$ cat src/rtl/key_debounce_pulse_pkg.sv
// Shared types and constants for the key debounce / press-pulse stage.
// The state encoding is fixed so that debug tools can decode state_q directly.
package key_debounce_pulse_pkg;

  typedef enum logic [1:0] {
    IDLE        = 2'd0,
    PRESS_CHK   = 2'd1,
    PRESSED     = 2'd2,
    RELEASE_CHK = 2'd3
  } kdp_state_e;

  // Short window for simulation; 10 ms at 50 MHz for silicon builds.
  localparam int unsigned DEBOUNCE_CYCLES_SIM     = 4;
  localparam int unsigned DEBOUNCE_CYCLES_SILICON = 500000;

endpackage

$ cat src/rtl/sync_2ff.sv
// Two-flop synchronizer for a single asynchronous level input.
// Reused by every async input in the system; resets to 0.
module sync_2ff (
  input  logic clk,
  input  logic reset_n,
  input  logic d,
  output logic q
);

  logic s1_q;
  logic s2_q;

  // NOTE: sequential state always uses non-blocking (<=) so every flop samples
  // its pre-edge input value, exactly like the hardware chain it describes.
  always_ff @(posedge clk or negedge reset_n) begin
    if (!reset_n) begin
      s1_q <= 1'b0;
      s2_q <= 1'b0;
    end else begin
      s1_q <= d;
      s2_q <= s1_q;
    end
  end

  assign q = s2_q;

endmodule

$ cat src/rtl/key_debounce_pulse.sv
// Debounces a raw key and emits one-cycle press/release pulses plus a clean level.
// press_pulse feeds the X input of the downstream saturating press counter.
module key_debounce_pulse
  import key_debounce_pulse_pkg::*;
#(
  parameter  int unsigned DEBOUNCE_CYCLES = DEBOUNCE_CYCLES_SIM,
  localparam int unsigned CNT_W           = $clog2(DEBOUNCE_CYCLES + 1)
) (
  input  logic clk,
  input  logic reset_n,
  input  logic key_in,
  output logic press_pulse,
  output logic release_pulse,
  output logic key_level
);

  localparam logic [CNT_W-1:0] CNT_LAST = CNT_W'(DEBOUNCE_CYCLES - 1);

  logic             key_sync;
  kdp_state_e       state_q, state_d;
  logic [CNT_W-1:0] cnt_q, cnt_d;
  logic             press_q, press_d;
  logic             release_q, release_d;
  logic             level_q, level_d;

  sync_2ff u_key_sync (
    .clk     (clk),
    .reset_n (reset_n),
    .d       (key_in),
    .q       (key_sync)
  );

  // NOTE: every output of this block gets a default before the case, so no
  // path leaves a signal unassigned and no latch is inferred.
  always_comb begin
    state_d   = state_q;
    cnt_d     = cnt_q;
    press_d   = 1'b0;
    release_d = 1'b0;

    case (state_q)
      IDLE: begin
        if (key_sync) begin
          state_d = PRESS_CHK;
          cnt_d   = '0;
        end
      end
      PRESS_CHK: begin
        if (!key_sync) begin
          state_d = IDLE;
          cnt_d   = '0;
        end else if (cnt_q == CNT_LAST) begin
          state_d = PRESSED;
          cnt_d   = '0;
          press_d = 1'b1;
        end else begin
          cnt_d = cnt_q + 1'b1;
        end
      end
      PRESSED: begin
        if (!key_sync) begin
          state_d = RELEASE_CHK;
          cnt_d   = '0;
        end
      end
      RELEASE_CHK: begin
        if (key_sync) begin
          // A bounce back high returns to PRESSED silently; no second press.
          state_d = PRESSED;
          cnt_d   = '0;
        end else if (cnt_q == CNT_LAST) begin
          state_d   = IDLE;
          cnt_d     = '0;
          release_d = 1'b1;
        end else begin
          cnt_d = cnt_q + 1'b1;
        end
      end
      default: begin
        state_d = IDLE;
        cnt_d   = '0;
      end
    endcase

    // Level follows the next state so it rises together with press_pulse.
    level_d = (state_d == PRESSED) || (state_d == RELEASE_CHK);
  end

  always_ff @(posedge clk or negedge reset_n) begin
    if (!reset_n) begin
      state_q   <= IDLE;
      cnt_q     <= '0;
      press_q   <= 1'b0;
      release_q <= 1'b0;
      level_q   <= 1'b0;
    end else begin
      state_q   <= state_d;
      cnt_q     <= cnt_d;
      press_q   <= press_d;
      release_q <= release_d;
      level_q   <= level_d;
    end
  end

  assign press_pulse   = press_q;
  assign release_pulse = release_q;
  assign key_level     = level_q;

endmodule

$ cat config.mk
export PLATFORM = sky130hd
export DESIGN_NAME = key_debounce_pulse
export DESIGN_NICKNAME = d
export VERILOG_FILES = /design/src/rtl/key_debounce_pulse_pkg.sv /design/src/rtl/sync_2ff.sv /design/src/rtl/key_debounce_pulse.sv
export SDC_FILE = /design/constraint.sdc
export NUM_CORES = 1
export LEC_CHECK = 0
export BUFFER_PORTS_ARGS = -buffer_cell sky130_fd_sc_hd__buf_4
export CAP_MARGIN = 30
export CORE_AREA = 3 3 40 42
export DETAILED_ROUTE_END_ITERATION = 12
export DIE_AREA = 0 0 43 45
export SYNTH_ARGS = -nofsm -noshare
export SYNTH_HDL_FRONTEND = slang
export SYNTH_SLANG_ARGS = --single-unit
$ cat constraint.sdc
create_clock -name clk -period 1.4 [get_ports clk]
set_input_delay 0.07 -clock clk [delete_from_list [all_inputs] [get_ports clk]]
set_output_delay 0.07 -clock clk [all_outputs]
set_load 0.02 [all_outputs]
==> flow_summary.yaml, run 1 <==
run_status:
  status: "finished with violations"
  violations: "setup timing"
floorplan:
  ios: 6
  die_area_um2: 1940
  die_h_um: 45
  core_um2: 1280
  initial_core_util_pct: 27.0
  rows: 13
  die_w_um: 43
sta:
  clock-skew-final_ns: 0.00317
  maxSlewViolCount: 0
  final_hold_viol_count: 0
  relSlewSlack_pct: 85.9
  rsz0062_at_grt: "yes"
  hold_ws_ns: 0.176
  setup_viol: 1
  tightest_slew_ns: 0.211
  fin_crit_sh_pct: 102
  fin_crit_ns: 1.43
  fmaxAchievable_mhz: 699
  setup_ws_ns: -0.0313
power_and_ir_drop:
  ir_drop_mv: 0.646
  p_switching_uw: 219
  pwr-share-comb_pct: 27.3
  p_total_uw: 753
  power_leakage_nw: 0.228
  p_int_uw: 533
  swShare_pct: 29.1
  seqPwrFrac_pct: 46.7
  p_per_area_nw_per_um2: 1560
  clock_power_share_pct: 26.0
critical_path:
  worstSetupStartpointType: "flop"
  required_ns: 1.59
  worstRegToRegCells: 4
  worstPathArrival_ns: 1.62
  crit_type: "flop to flop"
  crit_path_end_kind: "flop"
  path_max_fanout: 3
yosys:
  synthFlopType: "dfrtp_1"
  async_flop_share_pct: 100
  synth-edff-count: 0
  yosys_warnings: 0
  synthCells: 26
  seq_area_frac_synth_pct: 65.0
  synth.most_common_cell: "dfrtp_1"
  syn_nets: 30
  synth.top_cells.by_count: "9 x dfrtp_1, 4 x nand2_1, 3 x nand3b_1, 2 x nor3b_1"
  synth.avg_cell_area_um2: 13.3
  synth_top_area_share_pct: 65.0
  synth_area_leaders: "dfrtp_1 65%, nand3b_1 6.5%, nand2_1 4.3%"
  yosysTopAreaCell: "dfrtp_1"
  synth_cell_types: 12
  ys_ff_latch: 9
  synth_area_um2: 347
cells_and_area:
  finalNonFillerCells: 56
  fin_util_pct: 37.5
  n_fill_cell: 125
  antenna_cells: 0
  drive_gt1_share_pct: 36.6
  nets: 46
  syn_to_final_growth_pct: 39.0
clock_network:
  clk_path_buf_depth: 2
  cts_tree: "yes"
  cts_sinks: 9
  cts_buffers: 3
  h-tree-depth: 1
  cts_root_buffer: "clkbuf_4"
  clock_latency_ns: 0.25
  clk_transition_reported_paths_ns: 0.06
min_path:
  min_path_type: "primary input to async pin"
route:
  firstDrtPassIters: 4
  drt-met1-wl_um: 309
  post-route-drc-count: 0
  dr_wl_met3_um: 41
  top_layer_used: "met3"
  ant_nets: 0
  routedWlPerCell_um: 12.8
  drt-total-wl_um: 718
  wl_met2_um: 367
  vias: 248
  viasPerCell: 4.43
  first_iter_violations: 1
placement:
  hpwlAfterDp_um: 528
  port_buffers: 5
  gp_congestion: 0.698
  preCtsSetupSlack_ns: -0.0625
  placed_cells: 47
job:
  cap_violations: 0
global_route:
  grt_overflow: 0
  grt_use_total_pct: 9.71
  grt_start_max_net_pins: 10
  first_global_vias: 262
  antenna_found_initial: 0
  grt_pass1_wl_um: 1260
[power groups by stage]
stage | clock network (mW) | registers (mW) | logic (mW)
finish | 0.195 | 0.352 | 0.205
global route | 0.218 | 0.360 | 0.230
CTS | 0.209 | 0.350 | 0.190
detailed placement | 0 | 0.356 | 0.168
global placement | 0 | 0.352 | 0.152
floorplan | 0 | 0.358 | 0.0891
[state kept, by name (all words and copies together), names as in the netlist]
register	flops
u_key_sync.q	1
cnt_q	3
u_key_sync.s1_q	1
press_pulse	1
key_level	1
state_q	1
release_pulse	1
[path summary, 6_finish.rpt]
check | endpoint | slack [ns] | startpoint
setup / recovery | cnt_q[0] | -0.03 | cnt_q[1]
hold / removal | cnt_q[2] | 0.18 | reset_n
setup reg to reg | cnt_q[0] | -0.03 | cnt_q[1]
hold reg to reg | u_key_sync.q | 0.36 | u_key_sync.s1_q
max in group asynchronous | key_level | 1.09 | reset_n
min in group clk | u_key_sync.q | 0.36 | u_key_sync.s1_q
[layer usage]
layer | up-vias | global-route usage (%)
li1 | 121 | -
met1 | 117 | 10.8
met2 | 10 | 16.2
met3 | 0 | 3.59
met4 | 0 | 5.42
met5 | - | 0
[worst max-delay path: stages (launching register included)]
cell	delay, ns
dfrtp_1	0.39
ha_2	0.19
and2b_2	0.20
or4b_1	0.49
nand2_1	0.09
[layout by cell type (no fill, tap or decap)]
master | synthesis | final
dfrtp_1 | 9 | 9
ha_2 | 0 | 1
clkbuf_4 | 0 | 3
xnor2_1 | 1 | 1
mux2_2 | 1 | 1
nand3b_1 | 3 | 3
o21ai_0 | 1 | 1
or4b_1 | 1 | 1
and2b_2 | 1 | 1
buf_4 | 0 | 9
nor3b_1 | 2 | 2
nand2_1 | 4 | 4
o31ai_1 | 1 | 1
dlygate4sd3_1 | 0 | 2
clkbuf_1 | 0 | 1
a21oi_1 | 1 | 1
[cell type report]
| type | count | area, µm² | share of cell area (%) |
|---|---|---|---|
| clock buffers | 4 | 26.3 | 5.45 |
| repair buffers | 11 | 87.6 | 18.2 |
| well taps | 15 | 18.8 | 3.90 |
| multi-input cells | 17 | 124 | 25.7 |
| flip-flops and latches | 9 | 225 | 46.8 |
[per-stage QoR]
stage	TNS [ns]	area (µm²)
floorplan	0	347
global placement	-0.00727	410
finish	-0.0313	482
detailed placement	-0.0703	410
global route	-0.0623	482
CTS	-0.0396	467
[cell families (layout without fill, tap and decap cells)]
logic type / Yosys count / after routing / share of synthesized area (%)
compound gates: 3 / 3 / 5.05
xor+xnor: 1 / 1 / 2.53
flops: 9 / 9 / 65.0
buf+inv: 0 / 15 / 0
mux: 1 / 1 / 3.25
simple gates: 11 / 11 / 20.6
fa+ha+maj: 1 / 1 / 3.61
[timing repair]
item / in CTS / in global routing
setup endpoints to repair: 2 / 2
hold endpoints to repair: 10 / 0
setup buffers: 1 / 2
hold buffers: 2 / 0
gates resized for setup: 1 / 0
pin swaps: 1 / 2
(Power assumes the default switching activity.)
==> run 2: changes to the inputs <==
- PLACE_DENSITY_LB_ADDON: not set -> 0.15
==> run 2 against run 1 <==
- the flow still finishes with violations (setup timing)
- sequential power about the same
- core utilization unchanged
- maximum frequency up 2.1%
- critical path depth unchanged
- first-iteration DRC count down 100%
- critical path type unchanged
- critical endpoint unchanged
==> flow_summary.yaml, run 2 (synthesized netlist as in run 1, its figures left out) <==
global_route:
  first_global_vias: 273
  grt_start_max_net_pins: 10
  grt_overflow: 0
  antenna_found_initial: 0
  grt_pass1_wl_um: 1040
  grt_use_total_pct: 7.41
floorplan:
  initial_core_util_pct: 27.0
  ios: 6
  die_h_um: 45
  die_w_um: 43
  rows: 13
  die_area_um2: 1940
  core_um2: 1280
clock_network:
  cts_tree: "yes"
  clock_latency_ns: 0.25
  clk_transition_reported_paths_ns: 0.06
  clk_path_buf_depth: 2
  cts_root_buffer: "clkbuf_4"
  cts_buffers: 3
  cts_sinks: 9
  h-tree-depth: 1
cells_and_area:
  largest_reg_flops: 3
  syn_to_final_growth_pct: 39.0
  design_area_um2: 482
  mostFrequentLayoutCells: "9 x dfrtp_1, 9 x buf_4, 4 x nand2_1"
  drive_gt1_share_pct: 36.6
  multi_input_area_um2: 124
  regMostFlops: "cnt_q"
  antenna_cells: 0
  finalNonFillerCells: 56
  seqCellArea_um2: 225
  n_fill_cell: 141
  nets: 46
route:
  post-route-drc-count: 0
  vias: 239
  routedWlPerCell_um: 10.6
  viasPerCell: 4.27
  ant_nets: 0
  firstDrtPassIters: 1
  drt-total-wl_um: 594
  first_iter_violations: 0
critical_path:
  worstRegToRegCells: 4
  regToRegStartpoint: "cnt_q[0]"
  crit_type: "flop to flop"
  crit_path_end_kind: "flop"
  crit_path_start: "cnt_q[0]"
  cp_cell_sequence: "ha_2, and2b_2, or4b_1, nand2_1"
  critPathMaxStageDelay_ns: 0.50
  worstSetupStartpointType: "flop"
  path_max_fanout: 3
  worstPathArrival_ns: 1.60
  required_ns: 1.60
  cp_slowest_cell: "or4b_1"
power_and_ir_drop:
  swShare_pct: 28.4
  p_total_uw: 742
  power_leakage_nw: 0.228
  p_int_uw: 531
  ir_drop_mv: 0.510
  p_per_area_nw_per_um2: 1540
  p_switching_uw: 211
  clock_power_share_pct: 26.0
  seqPwrFrac_pct: 47.5
  pwr-share-comb_pct: 26.5
min_path:
  min_path_type: "primary input to async pin"
placement:
  port_buffers: 5
  placed_cell_area_um2: 418
  hpwlAfterDp_um: 444
  placed_cells: 48
  gp_congestion: 0.686
run_status:
  status: "finished with violations"
  violations: "setup timing"
sta:
  fin_setup_tns_ns: -0.00167
  rsz0062_at_grt: "yes"
  relSlewSlack_pct: 86.7
  fin_crit_ns: 1.40
  clock-skew-final_ns: 0.00283
  maxSlewViolCount: 0
  fmaxAchievable_mhz: 713
  fin_crit_sh_pct: 100
  setup_ws_ns: -0.00167
  tightest_slew_ns: 0.198
  setup_viol: 1
  final_hold_viol_count: 0
job:
  cap_violations: 0
-- run 2: final cells by class --
class | instances | share of cell area [%]
Tap cell | 15 | 3.90
Multi-Input combinational cell | 17 | 25.7
Timing Repair Buffer | 11 | 18.2
Clock buffer | 4 | 5.45
Sequential cell | 9 | 46.8
-- run 2: per-layer routing --
metal / global-route usage (%) / vias to the layer above / share of wire (%)
met5: 0 / - / 0
met4: 7.23 / 0 / 0
met3: 1.20 / 0 / 2.5
met2: 13.2 / 3 / 55
met1: 7.23 / 115 / 42
li1: - / 121 / -
-- run 2: critical path: cells and delay by family (launching register included) --
kind / cells / cell delay, ns
flops: 1 / 0.39
fa+ha+maj: 1 / 0.18
simple gates: 3 / 0.78
-- run 2: through the flow --
stage	hold WS, ns	setup slack (ns)	utilization [%]
floorplan	-0.226	0.0294	-
CTS	0.166	-0.00876	36.9
global placement	-0.104	-0.00550	32.5
global route	0.195	-0.0787	37.5
finish	0.172	-0.00167	37.5
detailed placement	-0.0987	-0.0362	32.5
-- run 2: power by group through the flow --
stage / Sequential (mW) / Combinational (mW) / Clock [mW]
2_1_floorplan: 0.358 / 0.0891 / 0
3_3_place_gp: 0.354 / 0.171 / 0
3_5_place_dp: 0.357 / 0.175 / 0
4_1_cts: 0.353 / 0.186 / 0.204
5_1_grt: 0.363 / 0.223 / 0.209
6_report: 0.353 / 0.196 / 0.193
-- run 2: worst paths after layout --
| check | to | slack [ns] |
|---|---|---|
| setup / recovery | cnt_q[0] | -0.002 |
| hold / removal | cnt_q[0] | 0.17 |
| setup reg to reg | cnt_q[0] | -0.002 |
| hold reg to reg | u_key_sync.q | 0.36 |
| max in group asynchronous | cnt_q[2] | 1.09 |
| min in group clk | u_key_sync.q | 0.36 |
-- run 2: timing repair --
item                                    CTS  global route
gates resized for setup                   1             0
endpoints found under the setup margin    1             2
pin swaps                                 1             0
buffers inserted                          1             1
hold buffers                              2             0
hold endpoints to repair                 10             0
==> run 3: changes to the inputs <==
- CAP_MARGIN: 30 -> not set
- SETUP_SLACK_MARGIN: not set -> 0.4
==> run 3 against run 2 <==
- the run still ends with setup timing left
- sequential share of layout area down 4.7 points
- largest cell class unchanged
- via count increased by 13%
- sequential power about the same
- setup slack got worse by 0.012 ns
- count of clock-buffer cells in the layout unchanged
- critical path depth stayed put
- die area is the same
==> flow_summary.yaml, run 3 (synthesized netlist as in run 1, its figures left out) <==
power_and_ir_drop:
  p_per_area_nw_per_um2: 1560
  power_leakage_nw: 0.252
  ir_drop_mv: 0.655
critical_path:
  crit_type: "flop to flop"
  required_ns: 1.60
  path_max_fanout: 3
  cp_cell_sequence: "ha_2, and2b_2, or4b_1, nand2_1"
  cp_slowest_cell: "or4b_1"
  worstSetupStartpointType: "flop"
  worst-path-buf-inv: 0
  critPathMaxStageDelay_ns: 0.49
  worstPathArrival_ns: 1.61
  critPathTopFamily: "simple AND/OR/NAND/NOR gates"
  crit_path_end_kind: "flop"
route:
  dr_wl_met3_um: 26
  vias: 271
  wl_met2_um: 326
  firstDrtPassIters: 2
  viasPerCell: 4.59
  ant_nets: 0
  top_layer_used: "met4"
  drt-total-wl_um: 674
  drt-met1-wl_um: 292
  routedWlPerCell_um: 11.4
  post-route-drc-count: 0
  first_iter_violations: 9
sta:
  rsz0062_at_grt: "yes"
  final_hold_viol_count: 0
  setup_ws_ns: -0.0140
  tightest_slew_ns: 0.218
  fmaxAchievable_mhz: 707
  setup_viol: 1
  maxSlewViolCount: 0
  clock-skew-final_ns: 0.00116
  fin_crit_ns: 1.41
  fin_crit_sh_pct: 101
  relSlewSlack_pct: 85.5
  fin_setup_tns_ns: -0.0140
floorplan:
  die_area_um2: 1940
  initial_core_util_pct: 27.0
  core_um2: 1280
  die_h_um: 45
  rows: 13
  die_w_um: 43
  ios: 6
clock_network:
  h-tree-depth: 1
  cts_sinks: 9
  clk_path_buf_depth: 2
  clk_transition_reported_paths_ns: 0.06
  cts_buffers: 3
  clock_latency_ns: 0.26
  cts_tree: "yes"
  cts_root_buffer: "clkbuf_4"
placement:
  port_buffers: 5
  hpwlAfterDp_um: 439
  gp_congestion: 0.821
  placed_cells: 47
cells_and_area:
  nets: 49
  drive_gt1_share_pct: 52.3
  largest_reg_flops: 3
  regMostFlops: "cnt_q"
  final_common_cell: "buf_4"
  finalNonFillerCells: 59
  antenna_cells: 0
  mostFrequentLayoutCells: "9 x buf_4, 8 x dfrtp_1, 4 x nand2_1"
  syn_to_final_growth_pct: 55.2
global_route:
  grt_pass1_wl_um: 1130
  antenna_found_initial: 0
  grt_use_total_pct: 8.75
  grt_start_max_net_pins: 10
  grt_overflow: 0
  first_global_vias: 284
run_status:
  status: "finished with violations"
  violations: "setup timing"
job:
  cap_violations: 0
min_path:
  min_path_type: "primary input to async pin"
[run 3: power by group]
group,internal [mW],total [mW],switching (mW)
logic,0.173,0.285,0.112
clock network,0.110,0.201,0.0908
registers,0.307,0.354,0.0471
[run 3: per-stage QoR]
| step | power (mW) | setup slack (ns) | util, % | cell area [µm²] | hold slack (ns) |
|---|---|---|---|---|---|
| 2_1_floorplan | 0.462 | 0.0616 | - | 358 | -0.226 |
| 3_3_place_gp | 0.520 | 0.0291 | 32.8 | 422 | -0.105 |
| 3_5_place_dp | 0.536 | 0.00390 | 32.8 | 422 | -0.0982 |
| 4_1_cts | 0.802 | -0.00498 | 39.1 | 503 | 0.156 |
| 5_1_grt | 0.895 | -0.0695 | 41.9 | 538 | 0.169 |
| 6_report | 0.840 | -0.0140 | 41.9 | 538 | 0.165 |
[run 3: path summary, 6_finish.rpt]
path                                  from           end  slack [ns]  cells past startpoint
setup / recovery                  cnt_q[1]      cnt_q[0]       -0.01                      4
hold / removal                     reset_n      cnt_q[1]        0.16                      2
setup reg to reg                  cnt_q[1]      cnt_q[0]       -0.01                      4
hold reg to reg            u_key_sync.s1_q  u_key_sync.q        0.35                      0
max in group asynchronous          reset_n     key_level        1.09                      2
min in group clk           u_key_sync.s1_q  u_key_sync.q        0.35                      0
[run 3: what timing repair did]
item	in CTS	in global routing
gates resized for setup	4	3
hold buffers	2	0
setup buffers	3	3
setup endpoints to repair	6	8
hold endpoints to repair	10	0
pin swaps	0	2
[run 3: layer usage]
layer  vias up  GRT usage (%)
met2         7           11.7
met3         3           3.59
li1        127              -
met4         0           9.04
met5         -              0
met1       134           10.2
[run 3: layout make-up]
type / instances / area (µm²)
Timing Repair Buffer: 14 / 121
Fill cell: 116 / 747
Tap cell: 15 / 18.8
Clock buffer: 4 / 26.3
Multi-Input combinational cell: 17 / 145
Sequential cell: 9 / 226
[run 3: worst reg2reg max path, stage by stage, from the launching register on]
cell,delay (ns)
dfrtp_1,0.39
ha_2,0.19
and2b_2,0.21
or4b_1,0.49
nand2_1,0.08
